**src/rtl/npc_mem_pkg.sv**
```systemverilog
// Shared types and widths for the NPC memory arbiter.
package npc_mem_pkg;

    localparam int ADDR_W = 32;
    localparam int DATA_W = 32;
    localparam int MASK_W = 8;

    // Arbiter sequencer states.
    typedef enum logic [1:0] {
        IDLE = 2'd0,
        REQ  = 2'd1,
        WAIT = 2'd2
    } state_e;

    // Which requester owns the transaction in flight.
    typedef enum logic {
        OWN_IFU = 1'b0,
        OWN_LSU = 1'b1
    } owner_e;

endpackage

```
**src/rtl/npc_mem_arb_if.sv**
```systemverilog
// Bus bundle between the IFU, the LSU, the arbiter and the memory port.
//
// Handshake rules: a request transfers on a cycle where valid and ready are
// both high at the rising edge; valid may not depend on ready. Responses
// (ifu/lsu resp_valid, mem_resp_valid) are one-cycle pulses with no
// backpressure and must be taken by the receiver the cycle they appear.
interface npc_mem_arb_if;
    import npc_mem_pkg::*;

    logic              ifu_req_valid;
    logic              ifu_req_ready;
    logic [ADDR_W-1:0] ifu_req_addr;
    logic              ifu_resp_valid;
    logic [DATA_W-1:0] ifu_resp_data;
    logic              ifu_resp_err;

    logic              lsu_req_valid;
    logic              lsu_req_ready;
    logic [ADDR_W-1:0] lsu_req_addr;
    logic              lsu_req_wen;
    logic [DATA_W-1:0] lsu_req_wdata;
    logic [MASK_W-1:0] lsu_req_wmask;
    logic              lsu_resp_valid;
    logic [DATA_W-1:0] lsu_resp_data;
    logic              lsu_resp_err;

    logic              mem_req_valid;
    logic              mem_req_ready;
    logic [ADDR_W-1:0] mem_req_addr;
    logic              mem_req_wen;
    logic [DATA_W-1:0] mem_req_wdata;
    logic [MASK_W-1:0] mem_req_wmask;
    logic              mem_resp_valid;
    logic [DATA_W-1:0] mem_resp_data;

    // Arbiter view.
    modport slave (
        input  ifu_req_valid, ifu_req_addr,
        output ifu_req_ready, ifu_resp_valid, ifu_resp_data, ifu_resp_err,
        input  lsu_req_valid, lsu_req_addr, lsu_req_wen, lsu_req_wdata, lsu_req_wmask,
        output lsu_req_ready, lsu_resp_valid, lsu_resp_data, lsu_resp_err,
        output mem_req_valid, mem_req_addr, mem_req_wen, mem_req_wdata, mem_req_wmask,
        input  mem_req_ready, mem_resp_valid, mem_resp_data
    );

    // Environment view: requesters plus memory.
    modport master (
        output ifu_req_valid, ifu_req_addr,
        input  ifu_req_ready, ifu_resp_valid, ifu_resp_data, ifu_resp_err,
        output lsu_req_valid, lsu_req_addr, lsu_req_wen, lsu_req_wdata, lsu_req_wmask,
        input  lsu_req_ready, lsu_resp_valid, lsu_resp_data, lsu_resp_err,
        input  mem_req_valid, mem_req_addr, mem_req_wen, mem_req_wdata, mem_req_wmask,
        output mem_req_ready, mem_resp_valid, mem_resp_data
    );

endinterface

```
**src/rtl/npc_rr_arb2.sv**
```systemverilog
// Two-way round-robin grant. Purely combinational; the parent keeps last_owner.
module npc_rr_arb2
    import npc_mem_pkg::*;
(
    input  logic   ifu_valid,
    input  logic   lsu_valid,
    input  owner_e last_owner,
    output logic   gnt_ifu,
    output logic   gnt_lsu
);

    // A lone requester wins; on a conflict the one not served last wins.
    always_comb begin
        gnt_ifu = 1'b0;
        gnt_lsu = 1'b0;
        if (ifu_valid && lsu_valid) begin
            if (last_owner == OWN_IFU) begin
                gnt_lsu = 1'b1;
            end else begin
                gnt_ifu = 1'b1;
            end
        end else begin
            gnt_ifu = ifu_valid;
            gnt_lsu = lsu_valid;
        end
    end

endmodule

```
**src/rtl/npc_mem_arb.sv**
```systemverilog
// Shares one memory port between the IFU and LSU, one transaction at a time,
// and turns a hung access into an error response after TIMEOUT cycles.
module npc_mem_arb
    import npc_mem_pkg::*;
#(
    parameter int unsigned TIMEOUT = 255
) (
    input  logic    clk,
    input  logic    rst_n,
    npc_mem_arb_if.slave bus,
    output logic    busy,
    output state_e  dbg_state
);

    localparam int              CNT_W    = $clog2(TIMEOUT + 1);
    localparam logic [CNT_W-1:0] CNT_LAST = CNT_W'(TIMEOUT - 1);

    state_e            state_q;
    owner_e            owner_q;
    owner_e            last_owner_q;
    logic [CNT_W-1:0]  cnt_q;

    logic              gnt_ifu;
    logic              gnt_lsu;
    logic              accept;
    logic              resp_ok;
    logic              resp_to;
    logic [DATA_W-1:0] resp_word;

    npc_rr_arb2 u_rr (
        .ifu_valid  (bus.ifu_req_valid),
        .lsu_valid  (bus.lsu_req_valid),
        .last_owner (last_owner_q),
        .gnt_ifu    (gnt_ifu),
        .gnt_lsu    (gnt_lsu)
    );

    // Grants are only offered in IDLE and never while reset is asserted.
    assign bus.ifu_req_ready = gnt_ifu && (state_q == IDLE) && rst_n;
    assign bus.lsu_req_ready = gnt_lsu && (state_q == IDLE) && rst_n;
    assign accept            = bus.ifu_req_ready || bus.lsu_req_ready;

    // A memory response in WAIT beats a timeout landing in the same cycle.
    assign resp_ok   = (state_q == WAIT) && bus.mem_resp_valid;
    assign resp_to   = (state_q != IDLE) && (cnt_q == CNT_LAST) && !resp_ok;
    assign resp_word = (resp_ok && !bus.mem_req_wen) ? bus.mem_resp_data : '0;

    assign busy      = (state_q != IDLE);
    assign dbg_state = state_q;

    // Sequencer: capture on accept, drive memory request, return response.
    always_ff @(posedge clk) begin
        if (!rst_n) begin
            state_q            <= IDLE;
            owner_q            <= OWN_IFU;
            last_owner_q       <= OWN_IFU;
            cnt_q              <= '0;
            bus.mem_req_valid  <= 1'b0;
            bus.mem_req_addr   <= '0;
            bus.mem_req_wen    <= 1'b0;
            bus.mem_req_wdata  <= '0;
            bus.mem_req_wmask  <= '0;
            bus.ifu_resp_valid <= 1'b0;
            bus.ifu_resp_err   <= 1'b0;
            bus.ifu_resp_data  <= '0;
            bus.lsu_resp_valid <= 1'b0;
            bus.lsu_resp_err   <= 1'b0;
            bus.lsu_resp_data  <= '0;
        end else begin
            bus.ifu_resp_valid <= 1'b0;
            bus.ifu_resp_err   <= 1'b0;
            bus.ifu_resp_data  <= '0;
            bus.lsu_resp_valid <= 1'b0;
            bus.lsu_resp_err   <= 1'b0;
            bus.lsu_resp_data  <= '0;
            case (state_q)
                IDLE: begin
                    if (accept) begin
                        state_q           <= REQ;
                        cnt_q             <= '0;
                        bus.mem_req_valid <= 1'b1;
                        if (bus.lsu_req_ready) begin
                            owner_q           <= OWN_LSU;
                            last_owner_q      <= OWN_LSU;
                            bus.mem_req_addr  <= bus.lsu_req_addr;
                            bus.mem_req_wen   <= bus.lsu_req_wen;
                            bus.mem_req_wdata <= bus.lsu_req_wdata;
                            bus.mem_req_wmask <= bus.lsu_req_wmask;
                        end else begin
                            owner_q           <= OWN_IFU;
                            last_owner_q      <= OWN_IFU;
                            bus.mem_req_addr  <= bus.ifu_req_addr;
                            bus.mem_req_wen   <= 1'b0;
                            bus.mem_req_wdata <= '0;
                            bus.mem_req_wmask <= '0;
                        end
                    end
                end
                REQ, WAIT: begin
                    cnt_q <= cnt_q + CNT_W'(1);
                    if (resp_ok || resp_to) begin
                        state_q           <= IDLE;
                        bus.mem_req_valid <= 1'b0;
                        if (owner_q == OWN_IFU) begin
                            bus.ifu_resp_valid <= 1'b1;
                            bus.ifu_resp_err   <= resp_to;
                            bus.ifu_resp_data  <= resp_word;
                        end else begin
                            bus.lsu_resp_valid <= 1'b1;
                            bus.lsu_resp_err   <= resp_to;
                            bus.lsu_resp_data  <= resp_word;
                        end
                    end else if ((state_q == REQ) && bus.mem_req_ready) begin
                        state_q           <= WAIT;
                        bus.mem_req_valid <= 1'b0;
                    end
                end
                default: begin
                    state_q <= IDLE;
                end
            endcase
        end
    end

endmodule

```
**src/flat_wrapper.sv**
```systemverilog
// flat-port wrapper written by rule: the top's interface ports become plain ports
module npc_mem_arb_flat import npc_mem_pkg::*;
#(
    parameter int unsigned TIMEOUT = 255
)
  (clk, rst_n, busy, dbg_state, bus_ifu_req_valid, bus_ifu_req_addr, bus_ifu_req_ready, bus_ifu_resp_valid, bus_ifu_resp_data, bus_ifu_resp_err, bus_lsu_req_valid, bus_lsu_req_addr, bus_lsu_req_wen, bus_lsu_req_wdata, bus_lsu_req_wmask, bus_lsu_req_ready, bus_lsu_resp_valid, bus_lsu_resp_data, bus_lsu_resp_err, bus_mem_req_valid, bus_mem_req_addr, bus_mem_req_wen, bus_mem_req_wdata, bus_mem_req_wmask, bus_mem_req_ready, bus_mem_resp_valid, bus_mem_resp_data);
  npc_mem_arb_if bus_i ();
  input  logic clk;
  input  logic rst_n;
  output logic busy;
  output state_e dbg_state;
  input wire logic [$bits(bus_i.ifu_req_valid)-1:0] bus_ifu_req_valid;
  input wire logic [$bits(bus_i.ifu_req_addr)-1:0] bus_ifu_req_addr;
  output wire logic [$bits(bus_i.ifu_req_ready)-1:0] bus_ifu_req_ready;
  output wire logic [$bits(bus_i.ifu_resp_valid)-1:0] bus_ifu_resp_valid;
  output wire logic [$bits(bus_i.ifu_resp_data)-1:0] bus_ifu_resp_data;
  output wire logic [$bits(bus_i.ifu_resp_err)-1:0] bus_ifu_resp_err;
  input wire logic [$bits(bus_i.lsu_req_valid)-1:0] bus_lsu_req_valid;
  input wire logic [$bits(bus_i.lsu_req_addr)-1:0] bus_lsu_req_addr;
  input wire logic [$bits(bus_i.lsu_req_wen)-1:0] bus_lsu_req_wen;
  input wire logic [$bits(bus_i.lsu_req_wdata)-1:0] bus_lsu_req_wdata;
  input wire logic [$bits(bus_i.lsu_req_wmask)-1:0] bus_lsu_req_wmask;
  output wire logic [$bits(bus_i.lsu_req_ready)-1:0] bus_lsu_req_ready;
  output wire logic [$bits(bus_i.lsu_resp_valid)-1:0] bus_lsu_resp_valid;
  output wire logic [$bits(bus_i.lsu_resp_data)-1:0] bus_lsu_resp_data;
  output wire logic [$bits(bus_i.lsu_resp_err)-1:0] bus_lsu_resp_err;
  output wire logic [$bits(bus_i.mem_req_valid)-1:0] bus_mem_req_valid;
  output wire logic [$bits(bus_i.mem_req_addr)-1:0] bus_mem_req_addr;
  output wire logic [$bits(bus_i.mem_req_wen)-1:0] bus_mem_req_wen;
  output wire logic [$bits(bus_i.mem_req_wdata)-1:0] bus_mem_req_wdata;
  output wire logic [$bits(bus_i.mem_req_wmask)-1:0] bus_mem_req_wmask;
  input wire logic [$bits(bus_i.mem_req_ready)-1:0] bus_mem_req_ready;
  input wire logic [$bits(bus_i.mem_resp_valid)-1:0] bus_mem_resp_valid;
  input wire logic [$bits(bus_i.mem_resp_data)-1:0] bus_mem_resp_data;
  assign bus_i.ifu_req_valid = bus_ifu_req_valid;
  assign bus_i.ifu_req_addr = bus_ifu_req_addr;
  assign bus_ifu_req_ready = bus_i.ifu_req_ready;
  assign bus_ifu_resp_valid = bus_i.ifu_resp_valid;
  assign bus_ifu_resp_data = bus_i.ifu_resp_data;
  assign bus_ifu_resp_err = bus_i.ifu_resp_err;
  assign bus_i.lsu_req_valid = bus_lsu_req_valid;
  assign bus_i.lsu_req_addr = bus_lsu_req_addr;
  assign bus_i.lsu_req_wen = bus_lsu_req_wen;
  assign bus_i.lsu_req_wdata = bus_lsu_req_wdata;
  assign bus_i.lsu_req_wmask = bus_lsu_req_wmask;
  assign bus_lsu_req_ready = bus_i.lsu_req_ready;
  assign bus_lsu_resp_valid = bus_i.lsu_resp_valid;
  assign bus_lsu_resp_data = bus_i.lsu_resp_data;
  assign bus_lsu_resp_err = bus_i.lsu_resp_err;
  assign bus_mem_req_valid = bus_i.mem_req_valid;
  assign bus_mem_req_addr = bus_i.mem_req_addr;
  assign bus_mem_req_wen = bus_i.mem_req_wen;
  assign bus_mem_req_wdata = bus_i.mem_req_wdata;
  assign bus_mem_req_wmask = bus_i.mem_req_wmask;
  assign bus_i.mem_req_ready = bus_mem_req_ready;
  assign bus_i.mem_resp_valid = bus_mem_resp_valid;
  assign bus_i.mem_resp_data = bus_mem_resp_data;
  npc_mem_arb #(.TIMEOUT(TIMEOUT)) u_core (.clk(clk), .rst_n(rst_n), .bus(bus_i), .busy(busy), .dbg_state(dbg_state));
endmodule
```
**config.mk**
```make
export PLATFORM = sky130hd
export DESIGN_NAME = npc_mem_arb_flat
export DESIGN_NICKNAME = d
export VERILOG_FILES = /design/src/rtl/npc_mem_pkg.sv /design/src/rtl/npc_mem_arb_if.sv /design/src/rtl/npc_rr_arb2.sv /design/src/rtl/npc_mem_arb.sv /design/src/flat_wrapper.sv
export SDC_FILE = /design/constraint.sdc
export NUM_CORES = 1
export LEC_CHECK = 0
export ABC_AREA = 1
export BUFFER_PORTS_ARGS = -buffer_cell sky130_fd_sc_hd__buf_2
export CORE_MARGIN = 2
export CORE_UTILIZATION = 45
export DETAILED_ROUTE_END_ITERATION = 7
export HOLD_SLACK_MARGIN = 0.02
export PLACE_DENSITY = 0.8
export REMOVE_ABC_BUFFERS = 1
export SLEW_MARGIN = 15
export SYNTH_ARGS = -nofsm -noshare
export SYNTH_HDL_FRONTEND = slang
export SYNTH_SLANG_ARGS = --single-unit
```
**constraint.sdc**
```tcl
create_clock -name clk -period 1.8 [get_ports clk]
set_input_delay 0.45 -clock clk [delete_from_list [all_inputs] [get_ports clk]]
set_output_delay 0.45 -clock clk [all_outputs]
set_load 0.1 [all_outputs]
```
==> impl_metrics.yaml, run 1 <==
worst_setup_path:
  worst_path_dominant_cell_family: "buffers and inverters"
  startpoint_type: "flop"
  cp_common_cell: "buf_12"
  arrival_ps: 1540
  endpoint_kind: "output port"
  crit_required_ps: 1350
  crit_slowest_cell: "dfxtp_2"
  path_max_fanout: 2
  max_stage_delay_ps: 330
  path_buf_inv: 5
  critical_path_class: "flop to output port"
  path_cells: "inv_2 -> ha_4 -> nand2_4 -> inv_4 -> buf_12 -> nand3_4 -> clkinv_4 -> buf_12"
timing:
  fmax_mhz: 503
  worst_slack_ps: -188
  finalSetupViolCount: 63
  worst_slew_pin_slew_ps: 520
  timing_hold_violations_final: 0
  holdWs_ps: 278
  finalSetupTns_ps: -3110
  min_period_ps: 1990
  min_period_over_period: 1.10
  rsz0062_at_grt: "yes"
  maxSlewHeadroom: 0.656
  slew_violations: 0
  skew_ps: 13.7
power:
  p_leak_uw: 0.00425
  finalPower_uw: 13500
  seqPwrFrac: 0.289
  internal-power_uw: 7630
  p_per_area_nw_per_um2: 1560
  peakVddDrop_mv: 0.953
  power.share.clock: 0.262
  power_frac_comb: 0.449
  p_sw_uw: 5860
  p_sw_frac: 0.434
cts:
  htreeDepth: 4
  cts_buffer_depth: 2
  cts_sinks: 153
  cts_inserted_buffers: 17
  clkLatencyLatePin_ps: 420
  cts.clk_slew.worst_paths_ps: 60
  cts_tree: "built"
  cts_root_buf: "clkbuf_16"
yosys:
  yosysSeqAreaShare: 0.556
  synthesis.area_um2: 5510
  yosys_warnings: 0
  syn_inst: 682
  yosys.area.top_type: "dfxtp_1"
  synth.top_cells.by_area: "dfxtp_1 (56%), nand2_1 (14%), nor2_1 (5.7%)"
  synth_seq_cells: 153
  synth.avg_cell_area_um2: 8.08
  synth_top_area_share: 0.556
  synthDistinctLibCells: 25
status:
  violations: "negative setup slack"
  status: "finished, violations left"
global_route:
  grt.overflow.total: 0
  grt_antenna_before_repair: 0
  grt_pass1_wl_mm: 24.0
  grt_pass1_vias: 5024
  grt_max_degree: 44
  grt.total_usage: 0.235
placed_design:
  routabilityCongestion: 0.829
  portBuffers: 289
  dp_hpwl_mm: 10.6
  pre_cts_slack_ps: 18.1
  placed_cell_area_um2: 7230
flow_run:
  drv_cap: 0
drt:
  routed_via_density: 4.96
  wl_per_cell_um: 15.7
  drc_errors: 0
  drt_wl_total_mm: 18.3
  num_vias: 5796
  ant_nets: 0
  drt_iter0_drc: 397
  first_pass_iters: 5
die:
  dieArea_um2: 13100
  die_h_um: 115
  start_util: 0.461
  core_um2: 12000
  boundaryPins: 290
  die_w_um: 115
  rows: 40
cells_and_area:
  final_area_um2: 8640
  drive_above_1_share: 0.455
  nets: 1158
  diodes: 0
  n_fill_cell: 893
  syn_to_final_growth_pct: 56.8
hold_path:
  hold_class: "primary input to flop"
-- per-stage QoR --
step                      instances  utilization
after floorplan                 642            -
after global placement         1106        0.604
after detailed placement       1106        0.604
after CTS                      1149        0.668
after global routing           1168        0.722
final                          1168        0.722
-- Yosys cell counts (all sizes together) --
library cell    n
a211oi          1
a21oi          52
buf            24
clkbuf         16
dfxtp         153
ha              7
inv            55
nand2         210
nand3          40
nand4           1
nor2           84
nor3            1
o211ai         33
o21ai           4
o31ai           1
-- power groups by stage --
stage / sequential (µW) / combinational, µW / clock, µW
floorplan: 6090 / 1450 / 0
global placement: 3940 / 4860 / 0
detailed placement: 3940 / 4910 / 0
CTS: 3880 / 5150 / 3570
global route: 3930 / 6330 / 3710
finish: 3900 / 6050 / 3540
-- registers in the layout (all words and copies together), names as in the netlist --
register	cells
u_core.bus.ifu_resp_err	1
u_core.bus.mem_req_wmask	8
u_core.bus.ifu_resp_valid	1
u_core.bus.ifu_resp_data	32
u_core.bus.lsu_resp_valid	1
u_core.bus.mem_req_wen	1
u_core.bus.lsu_resp_data	32
u_core.bus.mem_req_addr	32
u_core.bus.mem_req_valid	1
u_core.cnt_q	8
u_core.bus.lsu_resp_err	1
u_core.bus.mem_req_wdata	32
u_core.owner_q	1
u_core.dbg_state	2
-- routing by layer --
layer,wire length [µm],global-route usage,vias to the layer above
met1,7250,0.269,2681
met3,1410,0.0757,24
met5,5,0,-
li1,-,-,2806
met4,329,0.0862,2
met2,9310,0.407,283
-- worst register-to-register path, delay by kind of cell (launching register included) --
kind | cells | cell delay (ps)
AOI/OAI and AO/OA | 2 | 280
adders and majority gates | 1 | 170
buffers and inverters | 9 | 960
DFF | 1 | 340
and+or+nand+nor | 1 | 60
-- layout by cell type, fill, tap and decap left out, drive strengths merged --
master	n
nand4	1
clkinv	7
a21oi	52
clkbuf	32
nor2	84
o31ai	1
nand3	40
nand2	210
ha	7
inv	57
o211ai	33
bufinv	2
nor3	1
clkinvlp	3
o21ai	4
a211oi	1
buf	333
dfxtp	153
-- kinds of logic (layout without fill, tap and decap cells) --
group | count (synthesis) | in the layout | share of synthesized area
DFF | 153 | 153 | 0.556
adders and majority gates | 7 | 7 | 0.0159
and+or+nand+nor | 336 | 336 | 0.242
buffers and inverters | 95 | 434 | 0.0842
AOI/OAI and AO/OA | 91 | 91 | 0.102
-- cell type report --
cell class	count	area, µm²	area share
clock buffer	19	443	0.0513
clock inverter	13	144	0.0166
inverter	55	221	0.0256
multi-input combinational	434	2260	0.261
sequential	153	3070	0.355
tap	147	184	0.0213
timing repair buffer	346	2320	0.268
timing repair inverter	1	8.76	0.00101
-- timing repair --
item / CTS / global route
endpoints found under the setup margin: 3 / 136
cloned: 1 / 16
hold buffers: 0 / 0
buffers inserted: 10 / 7
pin swaps: 4 / 30
resized for setup: 23 / 86
-- final timing paths --
kind	depth (start not counted)	start	slack, ps	endpoint
worst max-delay path	8	u_core.dbg_state[1]	-190	bus_lsu_req_ready
worst min-delay path	3	bus_lsu_req_wdata[29]	280	u_core.bus.mem_req_wdata[29]
worst max register to register	13	u_core.dbg_state[1]	-120	u_core.bus.mem_req_addr[5]
worst min register to register	2	u_core.bus.mem_req_wmask[3]	460	u_core.bus.mem_req_wmask[3]
(Power assumes the default switching activity.)
==> inputs of run 2 (changes only) <==
- ABC_AREA: 1 -> not set
- SYNTH_HIERARCHICAL: not set -> 1
==> impl_metrics.yaml, run 2 <==
status:
  status: "finished, violations left"
  violations: "negative setup slack"
drt:
  met2_length_mm: 7.70
  wl_met1_mm: 6.42
  first_pass_iters: 5
  num_vias: 5126
  ant_nets: 0
  wl_per_cell_um: 15.1
  dr_wl_met3_um: 859
  drt_iter0_drc: 406
  routed_via_density: 5.06
  drc_errors: 0
  top_layer: "met4"
  drt_wl_total_mm: 15.4
die:
  core_um2: 12000
  start_util: 0.460
  die_h_um: 115
  die_w_um: 115
  boundaryPins: 290
  rows: 40
  dieArea_um2: 13200
timing:
  worst_slew_pin_slew_ps: 512
  slew_violations: 0
  timing_hold_violations_final: 0
  finalSetupViolCount: 3
  finalSetupTns_ps: -266
  skew_ps: 10.8
  fmax_mhz: 527
  holdWs_ps: 264
  maxSlewHeadroom: 0.661
  rsz0062_at_grt: "yes"
  min_period_ps: 1900
  worst_slack_ps: -96.0
  min_period_over_period: 1.05
yosys:
  yosysSeqAreaShare: 0.555
  synthDistinctLibCells: 35
  synthMostInstantiatedCell: "dfxtp_1"
  synth-main-ff-cell: "dfxtp_1"
  synthTopCellsByCount: "dfxtp_1 (153), nand2_1 (77), and3_1 (67), nor2b_1 (43), a22oi_1 (41)"
  yosys_warnings: 6
  yosys.area.top_type: "dfxtp_1"
  synth.avg_cell_area_um2: 9.98
  synth_edf_count: 0
  synth_seq_cells: 153
  syn_inst: 553
  synth.top_cells.by_area: "dfxtp_1 (55%), and3_1 (7.6%), o211a_1 (6.0%)"
  synth-async-reset-ratio: 0
  synth_top_area_share: 0.555
  synthesis.area_um2: 5520
cells_and_area:
  final_area_um2: 8130
  stdcell_count: 1014
  final_cell_mix: "buf_2 (285), dfxtp_1 (149), nand2_1 (77)"
  diodes: 0
  syn_to_final_growth_pct: 47.2
  drive_above_1_share: 0.445
  layout_commonest_cell: "buf_2"
  nets: 1004
  final_core_util: 0.677
worst_setup_path:
  endpoint_kind: "output port"
  critical_path_class: "flop to output port"
  path_max_fanout: 5
  r2r_start: "u_core/dbg_state[0]"
  worst_path_dominant_cell_family: "buffers and inverters"
  timing.rr.end: "u_core/cnt_q[4]"
  path_cells: "inv_2 -> ha_4 -> buf_6 -> and3_4 -> buf_12"
  startpoint_type: "flop"
  rrSetupSlack_ps: 10
  crit_slowest_cell: "dfxtp_2"
  r2r_cells: 9
  arrival_ps: 1450
  max_stage_delay_ps: 320
  crit_required_ps: 1350
  path_buf_inv: 3
global_route:
  grt_pass1_vias: 4643
  grt_pass1_wl_mm: 22.7
  grt.overflow.total: 0
  grt.total_usage: 0.220
  grt_antenna_before_repair: 0
  grt_max_degree: 65
cts:
  postCtsHoldBufs: 0
  clkLatencyLatePin_ps: 420
  htreeDepth: 4
  cts_buffer_depth: 2
  cts_root_buf: "clkbuf_16"
  cts_sinks: 153
  cts_tree: "built"
  cts_inserted_buffers: 17
  cts.clk_slew.worst_paths_ps: 60
placed_design:
  routabilityCongestion: 0.783
  dp_hpwl_mm: 10.3
  placed_cell_area_um2: 7270
  portBuffers: 289
  place_inst: 971
flow_run:
  drv_cap: 0
power:
  p_leak_uw: 0.00449
  p_per_area_nw_per_um2: 1560
  peakVddDrop_mv: 1.16
hold_path:
  hold_class: "primary input to flop"
  holdPathStages: 2
  hold_path_end: "u_core/bus.lsu_resp_data[20]"
  hold_start: "bus_mem_resp_data[20]"
[run 2: cell types whose count changed in the layout (fill, tap and decap cells not counted), moves of 12 or more]
cell,previous run,this run
nand2_1,195,77
and3_1,0,66
nor2_1,63,7
nor2b_1,0,43
a22oi_1,0,41
inv_1,42,3
o211ai_1,33,0
o211a_1,0,32
a21oi_1,28,2
a21oi_2,22,0
nor2_2,18,2
nand2_2,12,0
[run 2: area by class of cell]
class	count	area (µm²)
clock buffer	19	453
clock inverter	13	189
fill	967	3880
inverter	8	35.0
multi-input combinational	346	2270
sequential	153	3070
tap	147	184
timing repair buffer	328	1930
[run 2: metrics by stage]
| step | setup slack, ps | total power (µW) |
|---|---|---|
| floorplan | -2390 | 7320 |
| global placement | -142 | 8500 |
| detailed placement | -105 | 8530 |
| CTS | -133 | 12500 |
| global route | -164 | 13200 |
| finish | -96.0 | 12700 |
[run 2: repair_timing]
| item | in CTS | in global routing |
|---|---|---|
| cloned | 0 | 3 |
| gates resized for setup | 17 | 10 |
| hold endpoints to repair | 0 | 0 |
| buffers inserted | 7 | 2 |
| pin swaps | 4 | 5 |
| endpoints found under the setup margin | 3 | 50 |
[run 2: report_power, final]
group | internal, µW | switching, µW
logic | 1350 | 3590
clock network | 2410 | 1420
registers | 3720 | 180
[run 2: kinds of logic (layout without fill, tap and decap cells)]
| logic type | Yosys count | in the layout | share of synthesized area |
|---|---|---|---|
| and+or+nand+nor | 239 | 239 | 0.231 |
| DFF | 153 | 153 | 0.555 |
| AOI/OAI and AO/OA | 93 | 93 | 0.141 |
| buffers and inverters | 54 | 368 | 0.0458 |
| adders and majority gates | 7 | 7 | 0.0159 |
| xor gates and xnor gates | 5 | 5 | 0.00793 |
| muxes | 2 | 2 | 0.00363 |
[run 2: how the worst max path moves through the flow]
stage	cells after the start	end	from	slack [ps]
after floorplan	6	u_core/bus.mem_req_wdata[0]	u_core/dbg_state[0]	-2390
after global placement	6	bus_lsu_req_ready	bus_ifu_req_valid	-140
after detailed placement	6	bus_lsu_req_ready	bus_ifu_req_valid	-110
after CTS	5	bus_ifu_req_ready	u_core/dbg_state[1]	-130
after global routing	5	bus_ifu_req_ready	u_core/last_owner_q	-160
final	5	bus_ifu_req_ready	u_core/dbg_state[0]	-100
[run 2: metal layers]
metal / track usage / up-vias
met3: 0.0601 / 29
met5: 0 / -
met1: 0.266 / 2393
met4: 0.103 / 0
li1: - / 2532
met2: 0.365 / 172
==> inputs of run 3 (changes only) <==
- MAX_ROUTING_LAYER: not set -> met4
==> impl_metrics.yaml, run 3 (synthesis results as in run 2) <==
worst_setup_path:
  worstSetupStartpoint: "u_core/dbg_state[0]"
  critical_path_class: "flop to output port"
  path_max_fanout: 5
  r2r_start: "u_core/dbg_state[0]"
  crit_required_ps: 1350
  arrival_ps: 1440
  rrSetupSlack_ps: 0
  r2r_cells: 9
  crit_path_end: "bus_ifu_req_ready"
  endpoint_kind: "output port"
  startpoint_type: "flop"
  timing.rr.end: "u_core/cnt_q[4]"
timing:
  fmax_mhz: 528
  worst_slew_pin_slew_ps: 511
  min_period_over_period: 1.05
  maxSlewHeadroom: 0.661
  slew_violations: 0
  skew_ps: 10.5
  rsz0062_at_grt: "yes"
  min_period_ps: 1890
  finalSetupTns_ps: -256
  timing_hold_violations_final: 0
  worst_slack_ps: -93.9
  finalSetupViolCount: 3
status:
  status: "finished, violations left"
  violations: "negative setup slack"
cells_and_area:
  final_core_util: 0.677
  final_area_um2: 8130
  syn_to_final_growth_pct: 47.2
  final_cell_mix: "buf_2 (285), dfxtp_1 (150), nand2_1 (77)"
  nets: 1004
  n_fill_cell: 965
  drive_above_1_share: 0.444
  diodes: 0
  layout_commonest_cell: "buf_2"
cts:
  cts_sinks: 153
  clkLatencyLatePin_ps: 410
  cts_buffer_depth: 2
  cts_inserted_buffers: 17
  htreeDepth: 4
  cts.clk_slew.worst_paths_ps: 60
  cts_root_buf: "clkbuf_16"
  cts_tree: "built"
  postCtsHoldBufs: 0
power:
  peakVddDrop_mv: 1.16
  finalPower_uw: 12700
  p_leak_uw: 0.00449
  p_per_area_nw_per_um2: 1560
drt:
  drt_wl_total_mm: 15.4
  wl_met1_mm: 6.50
  dr_wl_met3_um: 765
  drc_errors: 0
  num_vias: 5140
  met2_length_mm: 7.80
  first_pass_iters: 5
  top_layer: "met4"
  drt_iter0_drc: 371
  routed_via_density: 5.07
  wl_per_cell_um: 15.2
  ant_nets: 0
global_route:
  grt_pass1_wl_mm: 22.7
  grt_max_degree: 65
  grt_pass1_vias: 4637
  grt.total_usage: 0.227
  grt.overflow.total: 0
  grt_antenna_before_repair: 0
die:
  start_util: 0.460
  boundaryPins: 290
  core_um2: 12000
  die_h_um: 115
  rows: 40
  die_w_um: 115
  dieArea_um2: 13200
hold_path:
  hold_class: "primary input to flop"
  holdPathStages: 2
placed_design:
  pre_cts_slack_ps: -105
  dp_hpwl_mm: 10.3
  routabilityCongestion: 0.794
  placed_cell_area_um2: 7270
  portBuffers: 289
flow_run:
  drv_cap: 0
==> run 3: cell types whose count changed in the layout (fill, tap and decap cells not counted) <==
cell / delta
dfxtp_1: +1
dfxtp_2: -1
==> run 3: per-stage QoR <==
stage	hold WS, ps	std cells
3_5_place_dp	480	971
5_1_grt	249	1014
6_report	271	1014
4_1_cts	247	1010
2_1_floorplan	482	507
3_3_place_gp	474	971
==> run 3: layout make-up <==
type / instances / area [µm²] / share of cell area
Clock buffer: 19 / 453 / 0.0557
Inverter: 8 / 35.0 / 0.00431
Clock inverter: 13 / 189 / 0.0232
Timing Repair Buffer: 328 / 1930 / 0.237
Sequential cell: 153 / 3070 / 0.378
Multi-Input combinational cell: 346 / 2270 / 0.279
Tap cell: 147 / 184 / 0.0226
==> run 3: how the worst min path moves through the flow <==
stage                                      from                           end  slack (ps)
floorplan                       u_core/cnt_q[4]               u_core/cnt_q[4]         480
global placement    u_core/bus.mem_req_addr[29]   u_core/bus.mem_req_addr[29]         470
detailed placement  u_core/bus.mem_req_addr[30]   u_core/bus.mem_req_addr[30]         480
CTS                       bus_mem_resp_data[12]  u_core/bus.ifu_resp_data[12]         250
global route              bus_mem_resp_data[26]  u_core/bus.ifu_resp_data[26]         250
finish                    bus_mem_resp_data[20]  u_core/bus.lsu_resp_data[20]         270
==> run 3: where the power goes <==
part           internal (µW)  leakage [µW]  total (µW)  switching, µW
Combinational           1350       0.00293        4950           3590
Sequential              3720       0.00124        3900            180
Clock                   2410      0.000311        3820           1410
==> run 3: metal layers <==
layer,vias up,global-route usage
li1,2530,-
met1,2419,0.271
met2,169,0.367
met3,22,0.0538
met4,0,0.100
met5,-,-
==> run 3: repair_timing <==
| action | 4_1_cts | 5_1_grt |
|---|---|---|
| cloned | 0 | 3 |
| pin swaps | 4 | 5 |
| buffers inserted | 7 | 2 |
| resized for setup | 17 | 9 |
| setup endpoints to repair | 3 | 50 |
==> run 3: worst max-delay path: stages, from the launching register on <==
cell and delay [ps]:
dfxtp_2 320, inv_2 70, ha_4 170, buf_6 110, and3_4 190, buf_12 170
